<file path="src/rtl/regbank_arbiter_if.sv">
// Shared access bus between the requesters and the arbitrated register bank.
// Requesters drive the packed request fields; the bank returns grant and read data.
interface regbank_arbiter_if #(
  parameter int NREQ  = 4,
  parameter int WIDTH = 16,
  parameter int AW    = 4,
  parameter int IDW   = 2
);
  logic [NREQ-1:0]       req;
  logic [NREQ-1:0]       we;
  logic [NREQ*AW-1:0]    addr;
  logic [NREQ*WIDTH-1:0] wdata;
  logic [NREQ-1:0]       gnt;
  logic [WIDTH-1:0]      rdata;
  logic                  rvalid;
  logic [IDW-1:0]        rid;
  logic                  busy;

  modport master (
    output req, we, addr, wdata,
    input  gnt, rdata, rvalid, rid, busy
  );

  modport slave (
    input  req, we, addr, wdata,
    output gnt, rdata, rvalid, rid, busy
  );
endinterface

</file>
<file path="src/rtl/regbank_arbiter.sv">
// DEPTH x WIDTH register bank behind one port shared by NREQ requesters.
// Round-robin arbitration grants one read or write per cycle; reads return tagged with the requester ID.
module regbank_arbiter #(
  parameter int NREQ  = 4,
  parameter int WIDTH = 16,
  parameter int DEPTH = 16,
  parameter int AW    = 4,
  parameter int IDW   = 2
) (
  input logic           clk,
  input logic           rst,
  regbank_arbiter_if.slave bus
);

  logic [WIDTH-1:0] r_bank [DEPTH];
  logic [IDW-1:0]   r_ptr;
  logic [NREQ-1:0]  r_gnt;
  logic [WIDTH-1:0] r_rdata;
  logic             r_rvalid;
  logic [IDW-1:0]   r_rid;

  logic             w_found;
  logic [IDW-1:0]   w_win;
  logic [IDW-1:0]   w_idx;
  logic [AW-1:0]    w_addr;
  logic [WIDTH-1:0] w_wdata;
  logic             w_we;

  // Scan from r_ptr upward; IDW-bit addition wraps modulo NREQ since NREQ is a power of two.
  always_comb begin
    w_found = 1'b0;
    w_win   = '0;
    w_idx   = '0;
    for (int unsigned i = 0; i < NREQ; i++) begin
      w_idx = r_ptr + IDW'(i);
      if (!w_found && bus.req[w_idx]) begin
        w_found = 1'b1;
        w_win   = w_idx;
      end
    end
  end

  // Only the winner's fields are selected, so unknowns on idle requesters never propagate.
  always_comb begin
    w_addr  = bus.addr[w_win*AW +: AW];
    w_wdata = bus.wdata[w_win*WIDTH +: WIDTH];
    w_we    = bus.we[w_win];
  end

  always_ff @(posedge clk or posedge rst) begin
    if (rst) begin
      r_ptr    <= '0;
      r_gnt    <= '0;
      r_rdata  <= '0;
      r_rvalid <= 1'b0;
      r_rid    <= '0;
      for (int unsigned k = 0; k < DEPTH; k++) begin
        r_bank[k] <= '0;
      end
    end else begin
      r_rvalid <= 1'b0;
      if (w_found) begin
        r_gnt <= NREQ'(1) << w_win;
        r_ptr <= w_win + IDW'(1);
        if (w_we) begin
          r_bank[w_addr] <= w_wdata;
        end else begin
          r_rdata  <= r_bank[w_addr];
          r_rvalid <= 1'b1;
          r_rid    <= w_win;
        end
      end else begin
        r_gnt <= '0;
      end
    end
  end

  assign bus.gnt    = r_gnt;
  assign bus.rdata  = r_rdata;
  assign bus.rvalid = r_rvalid;
  assign bus.rid    = r_rid;
  assign bus.busy   = |(bus.req & ~r_gnt);

endmodule

</file>
<file path="src/flat_wrapper.sv">
// flat-port wrapper written by rule: the top's interface ports become plain ports
module regbank_arbiter_flat 
#(
  parameter int NREQ  = 4,
  parameter int WIDTH = 16,
  parameter int DEPTH = 16,
  parameter int AW    = 4,
  parameter int IDW   = 2
)
  (clk, rst, bus_req, bus_we, bus_addr, bus_wdata, bus_gnt, bus_rdata, bus_rvalid, bus_rid, bus_busy);
  regbank_arbiter_if #(.NREQ(NREQ), .WIDTH(WIDTH), .AW(AW), .IDW(IDW)) bus_i ();
  input logic clk;
  input logic rst;
  input wire logic [$bits(bus_i.req)-1:0] bus_req;
  input wire logic [$bits(bus_i.we)-1:0] bus_we;
  input wire logic [$bits(bus_i.addr)-1:0] bus_addr;
  input wire logic [$bits(bus_i.wdata)-1:0] bus_wdata;
  output wire logic [$bits(bus_i.gnt)-1:0] bus_gnt;
  output wire logic [$bits(bus_i.rdata)-1:0] bus_rdata;
  output wire logic [$bits(bus_i.rvalid)-1:0] bus_rvalid;
  output wire logic [$bits(bus_i.rid)-1:0] bus_rid;
  output wire logic [$bits(bus_i.busy)-1:0] bus_busy;
  assign bus_i.req = bus_req;
  assign bus_i.we = bus_we;
  assign bus_i.addr = bus_addr;
  assign bus_i.wdata = bus_wdata;
  assign bus_gnt = bus_i.gnt;
  assign bus_rdata = bus_i.rdata;
  assign bus_rvalid = bus_i.rvalid;
  assign bus_rid = bus_i.rid;
  assign bus_busy = bus_i.busy;
  regbank_arbiter #(.NREQ(NREQ), .WIDTH(WIDTH), .DEPTH(DEPTH), .AW(AW), .IDW(IDW)) u_core (.clk(clk), .rst(rst), .bus(bus_i));
endmodule
</file>
<file path="config.mk">
export PLATFORM = sky130hd
export DESIGN_NAME = regbank_arbiter_flat
export DESIGN_NICKNAME = d
export VERILOG_FILES = /design/src/rtl/regbank_arbiter_if.sv /design/src/rtl/regbank_arbiter.sv /design/src/flat_wrapper.sv
export SDC_FILE = /design/constraint.sdc
export NUM_CORES = 1
export LEC_CHECK = 0
export CAP_MARGIN = 20
export CORE_AREA = 4 4 191 147
export DETAILED_ROUTE_END_ITERATION = 7
export DIE_AREA = 0 0 195 151
export PLACE_DENSITY = 0.76
export SYNTH_ARGS = -nofsm -noshare
export SYNTH_HDL_FRONTEND = slang
export SYNTH_SLANG_ARGS = --single-unit
</file>
<file path="constraint.sdc">
create_clock -name clk -period 8.09 [get_ports clk]
set_clock_uncertainty 0.1 [all_clocks]
set_input_delay 0.809 -clock clk [delete_from_list [all_inputs] [get_ports clk]]
set_output_delay 0.809 -clock clk [all_outputs]
set_load 0.02 [all_outputs]
</file>
==> qor.yml <==
synthesis:
  syn-num-nets: 1192
  synth_area_mm2: 0.01374
  async_flop_share_pct: 100.0
  synth_area_per_cell_um2: 12.52
  synth-seq-cells: 281
  synth_compound_area_share_pct: 6.564
  synth.yosys.seq_area_share_pct: 51.17
  synth_cell_types: 57
  synth_cells: 1098
  synth-simple-area-share_pct: 7.984
  yosysWarnings: 0
  synth_ff_type: "dfrtp_1"
  synthMuxAreaShare_pct: 30.42
  synth_top_family_by_area: "multiplexers"
  synthAdderAreaFrac_pct: 0.3642
  synth-xor-area-share_pct: 0
  synth_edf_count: 0
routing:
  drc: 0
  viasPerCell: 6.059
  wl_per_cell_um: 23.14
  vias: 9398
  drt.antenna.violating_nets: 0
  firstDrtPassIters: 5
  dr.first_iter.drc_count: 656
  drt_wl_total_um: 35890
layout:
  design_area_mm2: 0.01595
  synthToLayoutAreaGrowth_pct: 16.07
  fin_util_pct: 60.39
  antenna_cells: 0
  layout_commonest_cell: "dfrtp_1"
  drive_above_1_share_pct: 26.42
  finalNonFillerCells: 1551
  mostFrequentLayoutCells: "281 x dfrtp_1, 216 x mux2_2, 119 x nand2_1"
  nets: 1275
cts:
  insertion_delay_ps: 530
  cts_buffer_depth: 3
  numCtsBuffers: 26
  cts_resized: 0
  hold_buffers: 0
  cts_tree: "done"
  clock_sinks: 281
  root_buffer: "clkbuf_16"
  cts_setup_buffers: 0
  clkTransAtPathRegs_ps: 60
  cts_max_level: 1
place:
  dp_hpwl_um: 22290
  placedInstanceArea_mm2: 0.01506
  dp_slack_ps: 2307
  place_inst: 1502
  place_congestion: 0.7951
  io_buffers: 113
run:
  drv_cap: 0
die:
  core-area_mm2: 0.02642
  die_area_mm2: 0.02945
  die_w_um: 195
  start_util_pct: 52.03
  die_h_um: 151
  rows: 52
  ios: 114
grt:
  use_met3_pct: 3.602
  grt_use_total_pct: 24.35
  grt_pass1_vias: 9690
  grt_max_degree: 194
  antenna_found_initial: 0
  use_met2_pct: 40.13
  grt_pass1_wl_um: 56550
  grt-busiest-layer: "met2"
  overflow: 0
  met1_usage_pct: 34.02
timing:
  slew_headroom_pct: 25.90
  slew_violations: 0
  fmax_ghz: 0.1894
  post-route-min-period_ps: 5281
  postLayoutSetupSlackWorst_ps: 2809
  fin_setup_tns_ps: 0
  final-hold-violation-count: 0
  grt_setup_unrepaired: "false"
  setup_viol_count_final: 0
  tightest_slew_ps: 1111
  fin_crit_sh_pct: 65.28
setup_path:
  cp_slowest_cell: "buf_4"
  end_kind: "flip-flop"
  cp-start-kind: "primary input"
  crit_type: "in -> reg"
  crit_chain: "clkdlybuf4s50_1 -> a21boi_1 -> o221a_4 -> inv_2 -> o211ai_1 -> o31ai_2 -> nor2_4 -> buf_4 -> mux2_2 -> o22ai_1 -> o21ai_0 -> and3_1"
  cp.required_ps: 8410
  slowest_delay_ps: 800
  crit_arrival_ps: 5600
  crit_fanout: 56
pwr:
  ir_drop_mv: 0.2250
  p_leak_nw: 6.952
  power_density_mw_per_mm2: 404.5
min_path:
  hp-class: "reg -> reg"
outcome:
  run_status: "completed"
cell type report:
type,count,area (um^2)
Tap cell,351,439.2
Sequential cell,281,7032
Clock inverter,4,48.80
Inverter,14,56.30
Fill cell,2121,10460
Clock buffer,43,815.8
Multi-Input combinational cell,726,6266
Timing Repair Buffer,132,1294
per-layer routing:
layer / routed length (um) / part of all wire, % / vias to the layer above
li1: - / - / 4143
met1: 15880 / 44 / 4904
met2: 17140 / 48 / 284
met3: 1893 / 5.3 / 67
met4: 982 / 2.7 / 0
met5: 0 / 0 / -
synthesized netlist by cell type, types with 2 or more instances:
cell      instances  share of area (%)
o21a_1            2               0.11
o21ai_0          12               0.44
mux2_1           71                5.8
nand2b_1          4               0.18
inv_1            11               0.30
nand3_1           7               0.25
nor2b_1           5               0.23
a21oi_1          26               0.95
clkbuf_1         28               0.76
mux2i_1          88                6.4
mux2_2          216                 18
nor2_2            5               0.23
buf_4            13               0.71
or3_1             2              0.091
nor2_4           16                1.3
nand2_1         119                3.3
o221ai_1          7               0.45
o21ai_1           2              0.073
buf_2            19               0.69
buf_6             9               0.74
a21o_1            7               0.38
and3_1           25                1.1
nand3b_1          2               0.11
a32oi_1           2               0.13
buf_1             8               0.22
dfrtp_1         281                 51
o22ai_1          23                1.0
nand2_2           2              0.091
mux4_2            3               0.49
nor4_1            8               0.36
o211ai_1          8               0.44
a22oi_1           8               0.44
a31oi_1          18               0.82
nor2_1            7               0.19
a221oi_1          7               0.45
or2_2             2              0.091
inv_2             2              0.055
ha_1              4               0.36
critical path, delay by kind of cell:
| kind | cells | cell delay [ps] |
|---|---|---|
| AO/OA/AOI/OAI | 6 | 1580 |
| multiplexers | 1 | 420 |
| buffers and inverters | 3 | 1780 |
| AND/OR/NAND/NOR | 2 | 930 |
flip-flops by register name, summed over array words and instances, names as in the netlist:
| name | count |
|---|---|
| u_core.r_bank | 256 |
| u_core.bus.rvalid | 1 |
| u_core.bus.rid | 2 |
| u_core.bus.rdata | 16 |
| u_core.r_ptr | 2 |
| u_core.bus.gnt | 4 |
cells by family after synthesis:
kind of cell,after synthesis
simple gates,211
mux,378
compound gates,133
flops,281
buf+inv,91
fa+ha+maj,4
worst paths after layout:
check / slack [ps] / endpoint / startpoint / cells after the start
worst max-delay path: 2810 / u_core.bus.rdata[7] / bus_req[1] / 12
worst min-delay path: 390 / u_core.r_bank[216] / u_core.r_bank[216] / 1
worst max register to register: 3250 / u_core.bus.rdata[7] / u_core.r_ptr[1] / 11
worst min register to register: 390 / u_core.r_bank[216] / u_core.r_bank[216] / 1
max in group asynchronous: 5650 / u_core.r_bank[214] / rst / 3
min in group asynchronous: 710 / u_core.r_bank[92] / rst / 2
metrics by stage:
step / power, mW / hold slack [ps]
detailed placement: 5.198 / 368.5
finish: 6.453 / 385.8
floorplan: 4.395 / 351.2
global route: 6.828 / 395.8
global placement: 5.072 / 361.2
CTS: 6.458 / 386.7
power by group:
part / switching (mW) / internal [mW]
Sequential: 0.366 / 2.09
Combinational: 1.48 / 1.27
Clock: 0.522 / 0.718
Total: 2.37 / 4.08
(Power assumes the default switching activity.)
